[config.mk]
export PLATFORM = sky130hd
export DESIGN_NAME = axi_hp_stream_writer_flat
export DESIGN_NICKNAME = d
export VERILOG_FILES = /design/src/rtl/axi_hp_stream_writer_if.sv /design/src/rtl/axi_hp_stream_writer.sv /design/src/flat_wrapper.sv
export SDC_FILE = /design/constraint.sdc
export NUM_CORES = 2
export LEC_CHECK = 0
export ABC_AREA = 0
export CAP_MARGIN = 20
export CORE_ASPECT_RATIO = 0.5
export CORE_MARGIN = 2
export CORE_UTILIZATION = 60
export DETAILED_ROUTE_END_ITERATION = 10
export PLACE_DENSITY = 0.75
export SYNTH_ARGS = -nofsm -noshare
export SYNTH_HDL_FRONTEND = slang
export SYNTH_SLANG_ARGS = --single-unit
[constraint.sdc]
create_clock -name AXI_clk -period 10.34 [get_ports AXI_clk]
set_clock_uncertainty 0.15 [all_clocks]
set_input_delay 2.068 -clock AXI_clk [delete_from_list [all_inputs] [get_ports AXI_clk]]
set_output_delay 2.068 -clock AXI_clk [all_outputs]
set_load 0.02 [all_outputs]
[src/rtl/axi_hp_stream_writer_if.sv]
// AXI3 write-only channel bundle (AW/W/B) for one Zynq HP slave port.
// Valid/ready contract: a beat transfers on the rising edge where valid and ready are both high;
// the source keeps valid and its payload stable until that edge, and ready may change freely.
interface axi_hp_stream_writer_if #(
  parameter int DATA_W = 32
);
  logic [31:0]         awaddr;
  logic [3:0]          awlen;
  logic [2:0]          awsize;
  logic [1:0]          awburst;
  logic [3:0]          awcache;
  logic [5:0]          awid;
  logic [1:0]          awlock;
  logic [2:0]          awprot;
  logic [3:0]          awqos;
  logic                awvalid;
  logic                awready;
  logic [DATA_W-1:0]   wdata;
  logic [DATA_W/8-1:0] wstrb;
  logic [5:0]          wid;
  logic                wvalid;
  logic                wlast;
  logic                wready;
  logic [5:0]          bid;
  logic [1:0]          bresp;
  logic                bvalid;
  logic                bready;

  modport master (
    output awaddr, awlen, awsize, awburst, awcache, awid, awlock, awprot, awqos, awvalid,
    output wdata, wstrb, wid, wvalid, wlast, bready,
    input  awready, wready, bid, bresp, bvalid
  );

  modport slave (
    input  awaddr, awlen, awsize, awburst, awcache, awid, awlock, awprot, awqos, awvalid,
    input  wdata, wstrb, wid, wvalid, wlast, bready,
    output awready, wready, bid, bresp, bvalid
  );
endinterface

[src/rtl/axi_hp_stream_writer.sv]
// Stream-to-DDR capture engine: samples are queued in a FIFO and written as fixed INCR bursts
// into a circular buffer, one burst in flight at a time (AW, then W beats, then B).
module axi_hp_stream_writer #(
  parameter int          DATA_W     = 32,
  parameter int          BURST_LEN  = 16,
  parameter int          FIFO_DEPTH = 64,
  parameter logic [5:0]  AXI_ID     = 6'd0
) (
  input  logic                          AXI_clk,
  input  logic                          rst,
  input  logic                          enable,
  input  logic [31:0]                   base_addr,
  input  logic [31:0]                   buf_size,
  input  logic [DATA_W-1:0]             Sin,
  input  logic                          Ien,
  output logic                          overflow,
  output logic                          resp_err,
  output logic [31:0]                   wr_ptr,
  output logic [31:0]                   burst_cnt,
  output logic [1:0]                    dbg_state,
  output logic [$clog2(FIFO_DEPTH):0]   dbg_count,
  axi_hp_stream_writer_if.master        axi
);
  localparam int          AW_W        = $clog2(FIFO_DEPTH);
  localparam int          CW          = AW_W + 1;
  localparam logic [31:0] BURST_BYTES = 32'(BURST_LEN * DATA_W / 8);
  localparam logic [3:0]  LAST_BEAT   = 4'(BURST_LEN - 1);

  typedef enum logic [1:0] {S_IDLE = 2'd0, S_AW = 2'd1, S_W = 2'd2, S_B = 2'd3} state_t;

  state_t            state_q, state_d;
  logic [DATA_W-1:0] mem_q [FIFO_DEPTH];
  logic [AW_W-1:0]   wr_idx_q, wr_idx_d, rd_idx_q, rd_idx_d;
  logic [CW-1:0]     count_q, count_d;
  logic [3:0]        beat_q, beat_d;
  logic [31:0]       awaddr_q, awaddr_d, size_q, size_d;
  logic [31:0]       wr_ptr_q, wr_ptr_d, burst_cnt_q, burst_cnt_d, next_ptr;
  logic              overflow_q, overflow_d, resp_err_q, resp_err_d, enable_q;
  logic              full, push, pop, flush;
  logic              unused_bid;

  assign full       = (count_q == CW'(FIFO_DEPTH));
  assign push       = enable & Ien & ~full;
  assign pop        = (state_q == S_W) & axi.wready;
  assign next_ptr   = wr_ptr_q + BURST_BYTES;
  assign unused_bid = ^axi.bid;

  always_comb begin
    state_d     = state_q;
    beat_d      = beat_q;
    awaddr_d    = awaddr_q;
    size_d      = size_q;
    wr_ptr_d    = wr_ptr_q;
    burst_cnt_d = burst_cnt_q;
    overflow_d  = overflow_q;
    resp_err_d  = resp_err_q;
    flush       = 1'b0;

    // Re-arming capture clears the sticky flags; a new event in the same cycle still sets them.
    if (enable && !enable_q) begin
      overflow_d = 1'b0;
      resp_err_d = 1'b0;
    end
    if (enable && Ien && full) overflow_d = 1'b1;

    unique case (state_q)
      S_IDLE: begin
        if (!enable) begin
          flush    = 1'b1;
          wr_ptr_d = 32'd0;
        end else if (count_q >= CW'(BURST_LEN)) begin
          state_d  = S_AW;
          awaddr_d = base_addr + wr_ptr_q;
          size_d   = buf_size;
          beat_d   = 4'd0;
        end
      end
      S_AW: if (axi.awready) state_d = S_W;
      S_W: begin
        if (axi.wready) begin
          beat_d = beat_q + 4'd1;
          if (beat_q == LAST_BEAT) state_d = S_B;
        end
      end
      S_B: begin
        if (axi.bvalid) begin
          wr_ptr_d    = (next_ptr >= size_q) ? 32'd0 : next_ptr;
          burst_cnt_d = burst_cnt_q + 32'd1;
          if (axi.bresp != 2'b00) resp_err_d = 1'b1;
          state_d     = S_IDLE;
        end
      end
      default: state_d = S_IDLE;
    endcase

    wr_idx_d = wr_idx_q + AW_W'(push);
    rd_idx_d = rd_idx_q + AW_W'(pop);
    count_d  = count_q + CW'(push) - CW'(pop);
    // Flushing only happens in IDLE with enable low, so no push or pop competes with it.
    if (flush) begin
      rd_idx_d = wr_idx_q;
      count_d  = '0;
    end
  end

  always_ff @(posedge AXI_clk) begin
    if (rst) begin
      state_q     <= S_IDLE;
      wr_idx_q    <= '0;
      rd_idx_q    <= '0;
      count_q     <= '0;
      beat_q      <= 4'd0;
      awaddr_q    <= 32'd0;
      size_q      <= 32'd0;
      wr_ptr_q    <= 32'd0;
      burst_cnt_q <= 32'd0;
      overflow_q  <= 1'b0;
      resp_err_q  <= 1'b0;
      enable_q    <= 1'b0;
    end else begin
      state_q     <= state_d;
      wr_idx_q    <= wr_idx_d;
      rd_idx_q    <= rd_idx_d;
      count_q     <= count_d;
      beat_q      <= beat_d;
      awaddr_q    <= awaddr_d;
      size_q      <= size_d;
      wr_ptr_q    <= wr_ptr_d;
      burst_cnt_q <= burst_cnt_d;
      overflow_q  <= overflow_d;
      resp_err_q  <= resp_err_d;
      enable_q    <= enable;
    end
  end

  always_ff @(posedge AXI_clk) begin
    if (push) mem_q[wr_idx_q] <= Sin;
  end

  assign axi.awaddr  = awaddr_q;
  assign axi.awlen   = LAST_BEAT;
  assign axi.awsize  = (DATA_W == 64) ? 3'd3 : 3'd2;
  assign axi.awburst = 2'b01;
  assign axi.awcache = 4'b0011;
  assign axi.awid    = AXI_ID;
  assign axi.awlock  = 2'b00;
  assign axi.awprot  = 3'b000;
  assign axi.awqos   = 4'b0000;
  assign axi.awvalid = (state_q == S_AW);
  assign axi.wdata   = mem_q[rd_idx_q];
  assign axi.wstrb   = '1;
  assign axi.wid     = AXI_ID;
  assign axi.wvalid  = (state_q == S_W);
  assign axi.wlast   = (state_q == S_W) && (beat_q == LAST_BEAT);
  assign axi.bready  = (state_q == S_B);

  assign overflow  = overflow_q;
  assign resp_err  = resp_err_q;
  assign wr_ptr    = wr_ptr_q;
  assign burst_cnt = burst_cnt_q;
  assign dbg_state = state_q;
  assign dbg_count = count_q;
endmodule

[src/flat_wrapper.sv]
// flat-port wrapper written by rule: the top's interface ports become plain ports
module axi_hp_stream_writer_flat 
#(
  parameter int          DATA_W     = 32,
  parameter int          BURST_LEN  = 16,
  parameter int          FIFO_DEPTH = 64,
  parameter logic [5:0]  AXI_ID     = 6'd0
)
  (AXI_clk, rst, enable, base_addr, buf_size, Sin, Ien, overflow, resp_err, wr_ptr, burst_cnt, dbg_state, dbg_count, axi_awaddr, axi_awlen, axi_awsize, axi_awburst, axi_awcache, axi_awid, axi_awlock, axi_awprot, axi_awqos, axi_awvalid, axi_wdata, axi_wstrb, axi_wid, axi_wvalid, axi_wlast, axi_bready, axi_awready, axi_wready, axi_bid, axi_bresp, axi_bvalid);
  axi_hp_stream_writer_if #(.DATA_W(DATA_W)) axi_i ();
  input  logic AXI_clk;
  input  logic rst;
  input  logic enable;
  input  logic [31:0] base_addr;
  input  logic [31:0] buf_size;
  input  logic [DATA_W-1:0] Sin;
  input  logic Ien;
  output logic overflow;
  output logic resp_err;
  output logic [31:0] wr_ptr;
  output logic [31:0] burst_cnt;
  output logic [1:0] dbg_state;
  output logic [$clog2(FIFO_DEPTH):0] dbg_count;
  output wire logic [$bits(axi_i.awaddr)-1:0] axi_awaddr;
  output wire logic [$bits(axi_i.awlen)-1:0] axi_awlen;
  output wire logic [$bits(axi_i.awsize)-1:0] axi_awsize;
  output wire logic [$bits(axi_i.awburst)-1:0] axi_awburst;
  output wire logic [$bits(axi_i.awcache)-1:0] axi_awcache;
  output wire logic [$bits(axi_i.awid)-1:0] axi_awid;
  output wire logic [$bits(axi_i.awlock)-1:0] axi_awlock;
  output wire logic [$bits(axi_i.awprot)-1:0] axi_awprot;
  output wire logic [$bits(axi_i.awqos)-1:0] axi_awqos;
  output wire logic [$bits(axi_i.awvalid)-1:0] axi_awvalid;
  output wire logic [$bits(axi_i.wdata)-1:0] axi_wdata;
  output wire logic [$bits(axi_i.wstrb)-1:0] axi_wstrb;
  output wire logic [$bits(axi_i.wid)-1:0] axi_wid;
  output wire logic [$bits(axi_i.wvalid)-1:0] axi_wvalid;
  output wire logic [$bits(axi_i.wlast)-1:0] axi_wlast;
  output wire logic [$bits(axi_i.bready)-1:0] axi_bready;
  input wire logic [$bits(axi_i.awready)-1:0] axi_awready;
  input wire logic [$bits(axi_i.wready)-1:0] axi_wready;
  input wire logic [$bits(axi_i.bid)-1:0] axi_bid;
  input wire logic [$bits(axi_i.bresp)-1:0] axi_bresp;
  input wire logic [$bits(axi_i.bvalid)-1:0] axi_bvalid;
  assign axi_awaddr = axi_i.awaddr;
  assign axi_awlen = axi_i.awlen;
  assign axi_awsize = axi_i.awsize;
  assign axi_awburst = axi_i.awburst;
  assign axi_awcache = axi_i.awcache;
  assign axi_awid = axi_i.awid;
  assign axi_awlock = axi_i.awlock;
  assign axi_awprot = axi_i.awprot;
  assign axi_awqos = axi_i.awqos;
  assign axi_awvalid = axi_i.awvalid;
  assign axi_wdata = axi_i.wdata;
  assign axi_wstrb = axi_i.wstrb;
  assign axi_wid = axi_i.wid;
  assign axi_wvalid = axi_i.wvalid;
  assign axi_wlast = axi_i.wlast;
  assign axi_bready = axi_i.bready;
  assign axi_i.awready = axi_awready;
  assign axi_i.wready = axi_wready;
  assign axi_i.bid = axi_bid;
  assign axi_i.bresp = axi_bresp;
  assign axi_i.bvalid = axi_bvalid;
  axi_hp_stream_writer #(.DATA_W(DATA_W), .BURST_LEN(BURST_LEN), .FIFO_DEPTH(FIFO_DEPTH), .AXI_ID(AXI_ID)) u_core (.AXI_clk(AXI_clk), .rst(rst), .enable(enable), .base_addr(base_addr), .buf_size(buf_size), .Sin(Sin), .Ien(Ien), .overflow(overflow), .resp_err(resp_err), .wr_ptr(wr_ptr), .burst_cnt(burst_cnt), .dbg_state(dbg_state), .dbg_count(dbg_count), .axi(axi_i));
endmodule
==> flow_metrics.env <==
export IMPL_powerDensity_nw_per_um2=201
export IMPL_drv_slew=0
export IMPL_final_area_um2=98000
export IMPL_min_to="u_core.size_q[15]"
export IMPL_synth_compound_area_frac=0.0178
export IMPL_cp_end_kind="output pin"
export IMPL_hpwl_um=112000
export IMPL_core_um2=143000
export IMPL_h_tree_depth=4
export IMPL_synth_most_common_cell="edfxtp_1"
export IMPL_synthCells=4088
export IMPL_netSwitchingFraction=0.251
export IMPL_ctsResizeCount=0
export IMPL_die_w_um=541
export IMPL_gp_congestion=0.898
export IMPL_r2r_end="u_core.wr_ptr[9]"
export IMPL_tightest_slew_ns=1.13
export IMPL_hp_class="register to register"
export IMPL_wl_per_cell_um=33.8
export IMPL_grt_pass1_wl_um=310000
export IMPL_synth_top_family_by_area="multiplexers"
export IMPL_async_flop_share=0
export IMPL_cts_hold_buffers_added=0
export IMPL_gr_total_overflow=0
export IMPL_critPathLaunchType="register"
export IMPL_ys_top_cells_by_count="2048 x edfxtp_1, 669 x mux4_2, 177 x nand2_1"
export IMPL_worstSkewPairLatency_ns=0.82
export IMPL_dieHeight_um=273
export IMPL_finalSetupViolCount=0
export IMPL_p_seq_frac=0.504
export IMPL_hold_violations=0
export IMPL_drtAntennaViolNets=0
export IMPL_synthTopCellsByArea="edfxtp_1 71%, mux4_2 17%, dfxtp_1 3.5%"
export IMPL_syn_cell_area_um2=86600
export IMPL_arrival_ns=5.09
export IMPL_synthAdderAreaFrac=0.0106
export IMPL_fin_crit_sh=0.707
export IMPL_ys_seq_area_frac=0.745
export IMPL_ys_ff_latch=2198
export IMPL_final_layout_size_suffix_gt1_frac=0.255
export IMPL_avgSynthCellArea_um2=21.2
export IMPL_synthMuxAreaShare=0.175
export IMPL_grt_max_degree=148
export IMPL_rsz0062_at_grt="no"
export IMPL_dpl_cell_area_um2=91400
export IMPL_min_delay_start="u_core.size_q[15]"
export IMPL_r2r_setup_slack_ns=5.76
export IMPL_synth_edf_count=2048
export IMPL_initialDrtViolationCount=6577
export IMPL_rows=98
export IMPL_numCtsBuffers=180
export IMPL_synth_xor_area_share=0.00829
export IMPL_grt_pass1_vias=43494
export IMPL_vias=44157
export IMPL_r2r_start="u_core.wr_ptr[6]"
export IMPL_status="finished, final reports clean"
export IMPL_postCtsSetupRepairBufs=0
export IMPL_power_leakage_nw=30.2
export IMPL_path_max_fanout=98
export IMPL_finalPower_mw=19.7
export IMPL_io_pins=292
export IMPL_fillers=8396
export IMPL_synth_largest_area_cell="edfxtp_1"
export IMPL_p_int_mw=14.8
export IMPL_wl_um=220000
export IMPL_port_buffers=241
export IMPL_cts_root_buf="clkbuf_16"
export IMPL_cts_clk_slew_worst_paths_ns=0.06
export IMPL_cts_tree="done"
export IMPL_ys_flop_type="edfxtp_1"
export IMPL_max_slew_margin=0.245
export IMPL_power_switching_mw=4.93
export IMPL_rr_worst_depth=14
export IMPL_clock_path_buffers=3
export IMPL_finalSetupTns_ns=0
export IMPL_cts_sinks=2198
export IMPL_synth_top_cell_area_share=0.710
export IMPL_max_vdd_ir_drop_v=0.000179
export IMPL_synthToLayoutAreaGrowth_pct=13.2
export IMPL_vias_per_cell=6.80
export IMPL_combPwrFrac=0.143
export IMPL_synthSimpleGateAreaFrac=0.0262
export IMPL_worstPathRequired_ns=8.12
export IMPL_nNetsFinal=4610
export IMPL_drc=0
export IMPL_yosysWarnings=0
export IMPL_grt_usage=0.298
export IMPL_critical_path_class="register to output pin"
export IMPL_cap_violations=0
export IMPL_clock_power_share=0.352
export IMPL_initial_core_util=0.605
export IMPL_grt_antenna_before_repair=37
export IMPL_synth_cell_types=58
export IMPL_finalCriticalPeriod_ns=7.31
export IMPL_dr_pass1_iters=8
export IMPL_min_path_cells=2
export IMPL_fmax_mhz=137
export IMPL_dieArea_um2=148000
## cell type report
type	count	area, um^2	share of cell area
diodes	20	50.0	0.000511
well taps	1900	2380	0.0243
clock inverters	106	1110	0.0113
clock buffers	224	4760	0.0486
multi-input cells	1609	21200	0.217
flip-flops and latches	2198	64500	0.658
repair buffers	366	3680	0.0376
inverters	71	267	0.00272
## how the worst max path moves through the flow
| stage | startpoint | end | slack, ns | depth (start not counted) |
|---|---|---|---|---|
| detailed placement | u_core.rd_idx_q[0] | axi_wdata[11] | 3.92 | 5 |
| CTS | u_core.rd_idx_q[0] | axi_wdata[22] | 2.96 | 6 |
| finish | u_core.rd_idx_q[0] | axi_wdata[22] | 3.03 | 6 |
| floorplan | enable | u_core.mem_q[63][0] | 5.40 | 6 |
| global placement | u_core.rd_idx_q[0] | axi_wdata[11] | 3.92 | 5 |
| global route | u_core.rd_idx_q[0] | axi_wdata[22] | 2.79 | 6 |
## registers in the layout, summed over array words and instances (netlist names)
name and count:
u_core.overflow 1, u_core.wr_ptr 26, u_core.enable_q 1, u_core.size_q 32, u_core.beat_q 4, u_core.rd_idx_q 6, u_core.resp_err 1, u_core.burst_cnt 32
u_core.dbg_count 7, u_core.mem_q 2048, u_core.wr_idx_q 6, u_core.axi.awaddr 32, u_core.dbg_state 2
## critical path, stage by stage (launching register included)
cell	delay, ns
dfxtp_4	0.95
buf_12	0.61
mux4_2	0.62
mux4_2	0.52
mux2i_1	0.55
a21oi_1	0.17
clkdlybuf4s50_1	0.59
## power groups by stage
stage	sequential [mW]	clock, mW	combinational (mW)
6_report	9.93	6.93	2.82
3_3_place_gp	10.1	0	2.71
5_1_grt	9.93	7.32	2.97
2_1_floorplan	10.1	0	1.71
3_5_place_dp	10.1	0	2.75
4_1_cts	9.93	7.00	2.78
## cells in the final DEF (no fill, tap or decap), drive strengths merged, types with 6 or more instances in the layout
| master | instances |
|---|---|
| and4 | 8 |
| a211oi | 24 |
| o31ai | 14 |
| nor3 | 12 |
| clkbuf | 224 |
| inv | 81 |
| a21oi | 100 |
| dfxtp | 150 |
| or2 | 6 |
| xnor2 | 38 |
| and3 | 11 |
| bufinv | 17 |
| and2 | 8 |
| a21o | 33 |
| o21ai | 28 |
| conb | 44 |
| edfxtp | 2048 |
| nand4 | 24 |
| clkinv | 73 |
| clkdlybuf4s50 | 208 |
| nor2 | 149 |
| or3 | 14 |
| buf | 158 |
| nand3b | 8 |
| clkinvlp | 6 |
| mux2i | 6 |
| xor2 | 44 |
| ha | 72 |
| mux4 | 669 |
| diode | 20 |
| nand2 | 177 |
| nand3 | 29 |
| nor2b | 28 |
## per-layer routing
layer | up-vias | share of wire | global-route usage | routed length (um)
met3 | 387 | 0.12 | 0.0782 | 26900
met1 | 23208 | 0.37 | 0.425 | 81700
li1 | 17497 | - | - | -
met5 | - | 0.00020 | 0 | 44
met2 | 3059 | 0.47 | 0.453 | 104000
met4 | 6 | 0.032 | 0.106 | 6980
## metrics by stage
step	hold WS, ns	cells	setup slack [ns]	util
floorplan	0.286	4130	5.40	-
global placement	0.292	6114	3.92	0.639
detailed placement	0.297	6114	3.92	0.639
CTS	0.305	6444	2.96	0.680
global route	0.323	6491	2.79	0.685
finish	0.305	6494	3.03	0.685
## cells by family (layout without fill, tap and decap cells)
family / after synthesis / after routing
mux: 676 / 676
compound gates: 242 / 242
simple gates: 492 / 492
flops: 2198 / 2198
xor+xnor: 82 / 82
fa+ha+maj: 73 / 73
other cells: 2 / 64
buf+inv: 323 / 767
Note: power is estimated with default switching activity, not from simulation.
==> patch: new RTL, same flow settings <==
`DATA_W` is set to 32 in 3 places; all go to 36.
--- a/src/rtl/axi_hp_stream_writer_if.sv
+++ b/src/rtl/axi_hp_stream_writer_if.sv
@@ -2,7 +2,7 @@
 // Valid/ready contract: a beat transfers on the rising edge where valid and ready are both high;
 // the source keeps valid and its payload stable until that edge, and ready may change freely.
 interface axi_hp_stream_writer_if #(
-  parameter int DATA_W = 32
+  parameter int DATA_W = 36
 );
   logic [31:0]         awaddr;
   logic [3:0]          awlen;
--- a/src/rtl/axi_hp_stream_writer.sv
+++ b/src/rtl/axi_hp_stream_writer.sv
@@ -1,7 +1,7 @@
 // Stream-to-DDR capture engine: samples are queued in a FIFO and written as fixed INCR bursts
 // into a circular buffer, one burst in flight at a time (AW, then W beats, then B).
 module axi_hp_stream_writer #(
-  parameter int          DATA_W     = 32,
+  parameter int          DATA_W     = 36,
   parameter int          BURST_LEN  = 16,
   parameter int          FIFO_DEPTH = 64,
   parameter logic [5:0]  AXI_ID     = 6'd0
--- a/src/flat_wrapper.sv
+++ b/src/flat_wrapper.sv
@@ -1,7 +1,7 @@
 // flat-port wrapper written by rule: the top's interface ports become plain ports
 module axi_hp_stream_writer_flat 
 #(
-  parameter int          DATA_W     = 32,
+  parameter int          DATA_W     = 36,
   parameter int          BURST_LEN  = 16,
   parameter int          FIFO_DEPTH = 64,
   parameter logic [5:0]  AXI_ID     = 6'd0
Interface: changed (resized Sin and axi_wdata); port bits go from 292 to 300. No check against the original RTL was run, so the function may have changed too.
==> patch against the original RTL <==
  * Power is 11% higher
  * Combinational power is 3% higher
  * Non-clock buffer count is 5 lower
  * Sequential cell count is 259 higher
  * Design area is 10% higher
  * Highest routed layer unchanged
  * Wire length is 21% higher
  * Critical path type unchanged
  * Synthesized area is 11% higher
  * Worst setup slack worse by 0.047 ns
==> patch: results (changes against the original RTL) <==
stage;metric;value;unit;change
run_status;status;complete, no violations;;
logic_synthesis;synthMuxAreaShare;0.177;;+0.00240
cells_and_area;diodes;9;;-55%
cells_and_area;clkCellAreaFrac;0.0598;;-0.000104
placed_design;gp_congestion;0.886;;-1.4%
logic_synthesis;synth_adder_area_share;0.0103;;-0.000297
routing;drt_iter0_drc;8460;;+29%
cells_and_area;drive_gt1_frac;0.254;;-0.000914
timing;holdWs;0.303;ns;-0.00247 ns
cells_and_area;largest_reg_flops;2304;;+13%
worst_setup_path;worstPathMaxFanout;35;;-64%
cells_and_area;buffer_area_frac;0.0309;;-0.00666
cells_and_area;seq_cell_count;2457;;+12%
routing;drt-pass1-iter-count;6;;-2
global_route;antenna_found_initial;18;;-51%
logic_synthesis;synth_area_leaders;edfxtp_1 (72%), mux4_2 (18%), dfxtp_1 (3.2%);;
cells_and_area;instances_no_fill;7113;;+9.5%
logic_synthesis;synth_top_area_frac;0.718;;+0.00794
worst_setup_path;regToRegSetupSlack;4.86;ns;-0.90 ns
logic_synthesis;yosysUniqueCellTypes;65;;+12%
placed_design;place_ws;3.32;ns;-0.596 ns
cells_and_area;fin_nets;4985;;+8.1%
timing;relSlewSlack;0.188;;-0.0571
timing;postLayoutSetupSlackWorst;2.98;ns;-0.0470 ns
cells_and_area;seq_share;0.667;;+0.00907
cells_and_area;nNonClkInverters;64;;-9.9%
global_route;grt_pass1_vias;49400;;+14%
routing;via_count;50300;;+14%
worst_setup_path;reg2reg_depth;15;;+1
placed_design;portBuffers;252;;+4.6%
routing;totalWireLength;266;mm;+21%
placed_design;placed_cell_area;102000;sq um;+11%
logic_synthesis;ys_seq_area_frac;0.750;;+0.00506
die;dieArea;164000;sq um;+11%
logic_synthesis;synthCells;4442;;+8.7%
placed_design;dp_cells;6726;;+10%
worst_setup_path;slowest_delay;0.70;ns;-0.25 ns
worst_setup_path;critPathArrivalTime;5.14;ns;+0.05 ns
global_route;grt.met1_usage;0.465;;+0.0401
clocking;root_buffer;clkbuf_16;;
global_route;globalRouteMet3Util;0.0826;;+0.00440
global_route;grt_use_met2;0.505;;+0.0526
global_route;grt_max_degree;158;;+6.8%
worst_setup_path;path_delay_family;buffers and inverters;;
clocking;numCtsBuffers;208;;+16%
cells_and_area;nMultiInputCombCells;1699;;+5.6%
logic_synthesis;synth_xor_area_frac;0.00773;;-0.000566
[patch: logic make-up after synthesis]
kind of cell	count (synthesis)
DFF	2457
muxes	763
and+or+nand+nor	497
AOI/OAI and AO/OA	234
adders and majority gates	79
buffers and inverters	325
xor gates and xnor gates	85
other	2
[patch: path summary, 6_finish.rpt]
kind                         from                    to
min reg2reg  u_core.axi.awaddr[5]  u_core.axi.awaddr[5]
max reg2reg      u_core.wr_ptr[3]     u_core.wr_ptr[23]
min          u_core.axi.awaddr[5]  u_core.axi.awaddr[5]
max            u_core.rd_idx_q[0]         axi_wdata[26]
[patch: routing by layer]
layer / part of all wire / wire [um]
met4: 0.039 / 10400
met2: 0.47 / 125000
met5: 0.00013 / 35
met3: 0.14 / 36000
met1: 0.36 / 94500
[patch: report_power, final]
group | internal [mW] | switching, mW
clock network | 4.20 | 3.55
registers | 11.0 | 0.144
logic | 1.31 | 1.59
total | 16.5 | 5.29
